File: src/rtl/ysyx_wbu.sv
// Writeback/commit stage: buffers execute results in order, retires one per cycle,
// and redirects or halts as needed. Define YSYX_WBU_TRACE_EN for a per-retire trace line.
`ifndef YSYX_W_WIDTH
`define YSYX_W_WIDTH 32
`endif

module ysyx_wbu #(
  parameter int BIT_W = `YSYX_W_WIDTH,
  parameter int DEPTH = 2
) (
  input  logic             clk,
  input  logic             rst,
  input  logic             prev_valid,
  output logic             ready_o,
  input  logic [31:0]      inst,
  input  logic [BIT_W-1:0] pc,
  input  logic [BIT_W-1:0] reg_wdata,
  input  logic [3:0]       rd,
  input  logic [BIT_W-1:0] npc_wdata,
  input  logic             use_exu_npc,
  input  logic             speculation,
  input  logic             ebreak,
  output logic             rf_wen_o,
  output logic [3:0]       rf_waddr_o,
  output logic [BIT_W-1:0] rf_wdata_o,
  output logic             redirect_o,
  output logic [BIT_W-1:0] redirect_pc_o,
  output logic             flush_o,
  output logic             retire_o,
  output logic [BIT_W-1:0] retire_pc_o,
  output logic [31:0]      retire_inst_o,
  output logic             halt_o,
  output logic [63:0]      instret_o
);

  localparam int PW = (DEPTH > 1) ? $clog2(DEPTH) : 1;
  localparam int CW = PW + 1;
  localparam logic [CW-1:0] FULL = CW'(DEPTH);

  typedef struct packed {
    logic [31:0]      inst;
    logic [BIT_W-1:0] pc;
    logic [BIT_W-1:0] reg_wdata;
    logic [3:0]       rd;
    logic [BIT_W-1:0] npc;
    logic             use_npc;
    logic             spec;
    logic             ebreak;
  } entry_t;

  typedef enum logic {RUN, HALT} state_t;

  entry_t           mem [DEPTH];
  logic [DEPTH-1:0] live;
  logic [PW-1:0]    head;
  logic [PW-1:0]    tail;
  logic [CW-1:0]    count;
  state_t           state;
  logic [63:0]      instret;

  entry_t head_e;
  logic   running;
  logic   occupied;
  logic   retire;
  logic   skip;
  logic   flush;
  logic   accept;
  logic   pop;

  assign head_e   = mem[head];
  assign running  = (state == RUN);
  assign occupied = (count != '0);
  // A flushed entry still occupies its slot until the head walks past it.
  assign retire   = running && occupied && live[head];
  assign skip     = running && occupied && !live[head];
  assign flush    = retire && head_e.use_npc;
  assign pop      = retire || skip;
  assign ready_o  = running && (count < FULL);
  assign accept   = prev_valid && ready_o && !(flush && speculation);

  assign retire_o      = retire;
  assign retire_pc_o   = retire ? head_e.pc : '0;
  assign retire_inst_o = retire ? head_e.inst : '0;
  assign rf_wen_o      = retire && (head_e.rd != 4'd0);
  assign rf_waddr_o    = retire ? head_e.rd : 4'd0;
  assign rf_wdata_o    = rf_wen_o ? head_e.reg_wdata : '0;
  assign redirect_o    = flush;
  assign redirect_pc_o = flush ? head_e.npc : '0;
  assign flush_o       = flush;
  assign halt_o        = (state == HALT);
  assign instret_o     = instret;

  // Payload storage carries no reset; occupancy is tracked by live/count.
  always_ff @(posedge clk) begin
    if (accept) begin
      mem[tail] <= '{inst: inst, pc: pc, reg_wdata: reg_wdata, rd: rd, npc: npc_wdata,
                     use_npc: use_exu_npc, spec: speculation, ebreak: ebreak};
    end
  end

  always_ff @(posedge clk) begin
    if (!rst) begin
      head    <= '0;
      tail    <= '0;
      count   <= '0;
      live    <= '0;
      state   <= RUN;
      instret <= '0;
    end else begin
      // Everything behind the redirecting head is younger; drop its speculative work.
      if (flush) begin
        for (int i = 0; i < DEPTH; i++) begin
          if ((PW'(i) != head) && mem[i].spec) live[i] <= 1'b0;
        end
      end
      if (accept) begin
        live[tail] <= 1'b1;
        tail       <= tail + PW'(1);
      end
      if (pop) head <= head + PW'(1);
      count <= count + CW'(accept) - CW'(pop);
      if (retire) instret <= instret + 64'd1;
      if (retire && head_e.ebreak) state <= HALT;
    end
  end

`ifdef YSYX_WBU_TRACE_EN
  always @(posedge clk) begin
    if (rst && retire) begin
      $write("[wbu] pc=%h inst=%h", head_e.pc, head_e.inst);
      if (rf_wen_o) $write(" x%0d=%h", head_e.rd, head_e.reg_wdata);
      if (redirect_o) $write(" redirect %h", head_e.npc);
      if (head_e.ebreak) $write(" HALT");
      $display("");
    end
  end
`else
  // Trace output compiled out.
`endif

endmodule

File: config.mk
export PLATFORM = sky130hd
export DESIGN_NAME = ysyx_wbu
export DESIGN_NICKNAME = d
export VERILOG_FILES = /design/src/rtl/ysyx_wbu.sv
export SDC_FILE = /design/constraint.sdc
export NUM_CORES = 1
export LEC_CHECK = 0
export CORE_ASPECT_RATIO = 1.1
export CORE_MARGIN = 8
export CORE_UTILIZATION = 40
export CTS_BUF_LIST = sky130_fd_sc_hd__clkbuf_4 sky130_fd_sc_hd__clkbuf_8 sky130_fd_sc_hd__clkbuf_16
export DETAILED_ROUTE_END_ITERATION = 10
export GPL_TIMING_DRIVEN = 1
export PLACE_DENSITY_LB_ADDON = 0.12
export RECOVER_POWER = 25
export SLEW_MARGIN = 20
export SYNTH_ARGS = -nofsm -noshare
export SYNTH_HDL_FRONTEND = slang
export SYNTH_SLANG_ARGS = --single-unit
File: constraint.sdc
create_clock -name clk -period 17.64 [get_ports clk]
set_input_delay 3.528 -clock clk [delete_from_list [all_inputs] [get_ports clk]]
set_output_delay 3.528 -clock clk [all_outputs]
set_load 0.02 [all_outputs]
==> reports/metrics.cfg, run 1 <==
[global_route]
track_usage_pct=17.51
antenna_found_initial=23
grt_overflow_total=0
grt_pass1_wl_um=54860
grt_max_degree=78
grt_pass1_vias=9445

[worst_hold_path]
hold_path.class=flip-flop to flip-flop
hold_depth=2
hold_path_end=tail
holdCritStartpoint=tail

[sta]
period_share_pct=38.01
hold_viol=0
grt_setup_unrepaired=false
fin_setup_tns_ps=0
hold_slack_ps=470.7
timing.fmax_ghz=0.1491
fin_skew_ps=12.07
setup_viol=0
fin_ws_ps=10930
maxSlewViolCount=0
max_slew_margin_pct=36.99
worstMarginPinSlew_ps=938.0
layout_min_cycle_time_ps=6706

[yosys]
synth_compound_area_share_pct=4.274
syn_nets=1137
synth_seq_cells=342
synth_top_cell_area_share_pct=59.55
synth_area_leaders=edfxtp_1 60%, dfxtp_1 11%, mux2i_1 9.9%, nor2_1 4.6%, a21oi_1 1.6%
synth_xor_xnor_area_share_pct=1.480
synthAdderAreaFrac_pct=0.2757
synth_top_family_by_area=simple AND/OR/NAND/NOR gates
ys.flop_type=edfxtp_1
synth.distinct_cells=45
synth_edf_count=270
ys_async_sr_fraction_pct=0
synth_area_per_cell_um2=13.67
yosysWarnings=0
synth_cells=996
synth-simple-area-share_pct=11.87
ys_seq_area_share_pct=70.14
yosys-mux-area-fraction_pct=10.10
synth_top_cell_by_area=edfxtp_1
netlist_area_um2=13610

[critical_path]
crit_type=flip-flop to output pin
r2r_end=mem[1][65]
cpPeakStageDelay_ps=750
path_cells=buf_4, mux2i_1, nor2_1, clkdlybuf4s50_1
r2r_slack_ps=13440
critPathSlowestCell=dfxtp_4
cp.arrival_ps=3180
worstPathRequired_ps=14110
critPathMaxFanout=38
r2r_cells=6
endpoint_kind=output pin
crit_path_start_kind=flip-flop

[clock_network]
clk_path_buf_depth=3
cts_buffers=38
insertion_delay_ps=520
clock_sinks=342
cts.clk_slew.worst_paths_ps=50
cts_tree=yes
cts.repair.resized=0
postCtsSetupBuffers=0
root_buffer=clkbuf_16
cts_hold_buf=0
htree_levels=2

[run_status]
outcome=complete, no violations

[final_layout]
fill_cells=2843
final_nets=1478
drive_gt1_share_pct=6.236
final_common_cell=edfxtp_1
utilization_pct=55.13
mostFrequentLayoutCells=270 x edfxtp_1, 236 x clkdlybuf4s50_1, 165 x nor2_1
synthToLayoutAreaGrowth_pct=37.06
fin_area_um2=18660
instances_no_fill=1809

[floorplan]
core_area_um2=33850
row_count=71
io_pins=340
initial_core_util_pct=40.22
die_h_um=209.5
die-area_um2=40200
die_x_um=191.9

[drt]
drt_iter0_markers=537
num_vias=9295
post_drt_via_cell_ratio=5.138
drc=0
wl_per_cell_um=19.90
first_pass_iters=5
wl_um=36000
final_antenna_net_count=0

[placed_design]
dpl_cell_area_um2=17460
place_inst=1735
dp_slack_ps=10680
port_buffers=339
dpl.hpwl_um=24680
gp_congestion=0.8093

[power]
finalPower_mw=2.277
peakVddDrop_mv=0.08887
power_density_nw_per_um2=122.0
p_leak_nw=6.135

[run]
maxCapViolations=0

[worst max-delay path, delay by kind of cell, from the launching register on]
kind	cells	cell delay (ps)
DFF	1	750
and+or+nand+nor	1	90
muxes	1	530
buffers and inverters	2	1240
[where the power goes]
| group | internal [mW] | switching (mW) |
|---|---|---|
| registers | 0.983 | 0.0420 |
| logic | 0.217 | 0.287 |
| clock network | 0.443 | 0.305 |
[kinds of logic (layout without fill, tap and decap cells)]
group / Yosys count / count (layout)
DFF: 342 / 342
AOI/OAI and AO/OA: 94 / 94
and+or+nand+nor: 333 / 333
buffers and inverters: 64 / 431
xor gates and xnor gates: 23 / 23
adders and majority gates: 3 / 3
other: 0 / 8
muxes: 137 / 137
[layout make-up]
type,count,area (µm²),share of cell area (%)
flip-flops and latches,342,9553,51.19
multi-input cells,590,3824,20.49
well taps,438,548.0,2.937
diodes,8,20.02,0.1073
repair buffers,349,3472,18.61
clock buffers,45,1027,5.505
inverters,16,65.06,0.3487
clock inverters,21,151.4,0.8113
[sequential cells by signal (all words and copies together) (netlist names), named ones only]
name / flops
halt_o: 1
count: 2
live: 2
mem: 270
head: 1
tail: 1
instret_o: 64
[worst max path at each step]
| stage | cells past startpoint | startpoint | slack, ps | to |
|---|---|---|---|---|
| finish | 4 | flip-flop | 10930 | rf_wdata_o[13] |
| global placement | 6 | speculation | 10760 | mem[1][65] |
| CTS | 4 | flip-flop | 10630 | rf_wdata_o[24] |
| global route | 4 | flip-flop | 10780 | rf_wdata_o[13] |
| detailed placement | 6 | speculation | 10680 | mem[1][59] |
| floorplan | 3 | speculation | 7620 | mem[1][0] |
[per-layer routing]
| layer | vias to the layer above | part of all wire (%) | global-route usage [%] |
|---|---|---|---|
| li1 | 4447 | - | - |
| met1 | 4457 | 38 | 19.93 |
| met2 | 277 | 51 | 30.30 |
| met3 | 92 | 7.5 | 5.262 |
| met4 | 22 | 3.2 | 6.879 |
| met5 | - | 0.38 | 0 |
[synth_stat cells, drive strengths merged, types with 2 or more instances]
| library cell | n |
|---|---|
| clkbuf | 41 |
| xnor2 | 10 |
| o31ai | 26 |
| a21oi | 43 |
| mux2 | 3 |
| nand3 | 29 |
| and2 | 6 |
| nand2 | 32 |
| or2 | 3 |
| and4 | 5 |
| nand4 | 22 |
| edfxtp | 270 |
| dfxtp | 72 |
| and3 | 11 |
| nor2 | 166 |
| o311ai | 3 |
| nand4b | 2 |
| xor2 | 13 |
| o41ai | 5 |
| nor4 | 4 |
| or3 | 11 |
| ha | 3 |
| o21ai | 12 |
| mux2i | 134 |
| inv | 15 |
| or4 | 29 |
| buf | 7 |
| nand2b | 4 |
| nor3 | 7 |
No activity file was read; power rests on OpenSTA's default activity.
==> inputs of run 2 (changes only) <==
==> constraint.sdc (replaced) <==
create_clock -name clk -period 6.2 [get_ports clk]
set_input_delay 1.24 -clock clk [delete_from_list [all_inputs] [get_ports clk]]
set_output_delay 1.24 -clock clk [all_outputs]
set_load 0.02 [all_outputs]
==> reports/metrics.cfg, run 2 (synthesis gave the netlist of run 1 again) <==
[run]
maxCapViolations=0  ; unchanged

[global_route]
grt_overflow_total=0  ; unchanged
grt_max_degree=88  ; +13%
grt_pass1_wl_um=53740  ; -2.0%
grt_pass1_vias=9378  ; -0.71%
antenna_found_initial=11  ; -52%
track_usage_pct=17.13  ; -0.38 points

[sta]
worstMarginPinSlew_ps=1026  ; +87.74 ps
period_share_pct=74.38
setup_viol=0  ; unchanged
grt_setup_unrepaired=false
timing.fmax_ghz=0.2169
fin_ws_ps=1589  ; -9346 ps
layout_min_cycle_time_ps=4611
maxSlewViolCount=0  ; unchanged
fin_skew_ps=16.08  ; +4.003 ps
fin_setup_tns_ps=0  ; unchanged
hold_viol=0  ; unchanged
max_slew_margin_pct=31.62  ; -5.4 points

[clock_network]
cts_tree=yes
postCtsSetupBuffers=0  ; unchanged
cts.clk_slew.worst_paths_ps=60  ; about the same
clk_path_buf_depth=3  ; unchanged
cts_buffers=38  ; unchanged
cts.repair.resized=0  ; unchanged
root_buffer=clkbuf_16
htree_levels=2  ; unchanged
cts_hold_buf=0  ; unchanged
insertion_delay_ps=530  ; about the same
clock_sinks=342  ; unchanged

[drt]
first_pass_iters=7  ; +2
num_vias=9233  ; -0.67%
wl_per_cell_um=19.81  ; -0.44%
drc=0  ; unchanged
final_antenna_net_count=0  ; unchanged
wl_um=35850  ; -0.44%
post_drt_via_cell_ratio=5.104  ; -0.67%
drt_iter0_markers=463  ; -14%

[final_layout]
mostFrequentLayoutCells=270 x edfxtp_1, 237 x clkdlybuf4s50_1, 165 x nor2_1
final_common_cell=edfxtp_1
largest_reg_flops=270  ; unchanged
top_register=mem
final_nets=1481  ; +0.20%
drive_gt1_share_pct=6.574  ; +0.34 points
instances_no_fill=1809  ; unchanged
synthToLayoutAreaGrowth_pct=37.98

[floorplan]
initial_core_util_pct=40.22  ; unchanged
io_pins=340  ; unchanged
row_count=71  ; unchanged
die_x_um=191.9  ; unchanged
core_area_um2=33850  ; unchanged
die-area_um2=40200  ; unchanged
die_h_um=209.5  ; unchanged

[critical_path]
crit_type=flip-flop to output pin
critPathMaxFanout=51  ; +34%
r2r_cells=7  ; +1
crit_path_start_kind=flip-flop
cp-endpoint=redirect_pc_o[3]
r2r_slack_ps=2270  ; -11,170 ps
worstPathRequired_ps=4960  ; -9150 ps
cp.arrival_ps=3370  ; +190 ps
endpoint_kind=output pin
r2r_end=mem[0][131]

[placed_design]
port_buffers=339  ; unchanged
dp_slack_ps=2040  ; -8641 ps
gp_congestion=0.8025  ; -0.84%
place_inst=1738  ; +0.17%
dpl.hpwl_um=24530  ; -0.60%

[worst_hold_path]
hold_path.class=flip-flop to flip-flop
hold_depth=2  ; unchanged

[power]
power_density_nw_per_um2=355.5  ; +190%
p_leak_nw=6.204  ; +1.1%
peakVddDrop_mv=0.2328  ; +160%
finalPower_mw=6.679  ; +190%

[run_status]
outcome=complete, no violations

[run 2: cell count changes in the layout (fill, tap and decap cells not counted), moves of 2 or more]
cell       before  now
buf_4           9   13
clkbuf_4        5    8
bufinv_16       2    5
diode_2         8    2
clkinv_2        9    5
clkinv_8        0    2
[run 2: report_power, final]
group / switching (mW) / internal, mW
sequential: 0.141 / 2.80
clock: 0.893 / 1.42
combinational: 0.803 / 0.622
[run 2: critical path: stages, from the launching register on]
cell             delay [ps]
dfxtp_4                 890
buf_4                   820
mux2i_1                 220
nor2_1                  150
clkdlybuf4s50_1         620
[run 2: through the flow]
| stage | cell area, µm² | utilization [%] | hold slack [ps] |
|---|---|---|---|
| global placement | 17480 | 51.64 | 445.3 |
| floorplan | 13620 | - | 436.3 |
| finish | 18790 | 55.50 | 454.0 |
| detailed placement | 17480 | 51.64 | 448.0 |
| CTS | 18780 | 55.49 | 456.1 |
| global route | 18780 | 55.50 | 473.9 |
[run 2: worst min-delay path by stage]
stage                end  start  slack [ps]
floorplan           tail   tail         440
global placement    tail   tail         450
detailed placement  tail   tail         450
CTS                 tail   tail         460
global route        tail   tail         470
finish              tail   tail         450
[run 2: final cells by class]
class	count	area, µm²
clock inverters	20	237.7
well taps	438	548.0
clock buffers	49	1064
fillers	2861	15060
flip-flops and latches	342	9553
diodes	2	5.005
inverters	16	65.06
repair buffers	352	3491
multi-input cells	590	3822
[run 2: metal layers]
metal,wire length (µm),track usage [%],vias to the layer above
met1,14200,19.88,4473
met2,18110,29.95,253
li1,-,-,4432
met4,708,4.462,14
met5,81,0,-
met3,2749,5.561,61
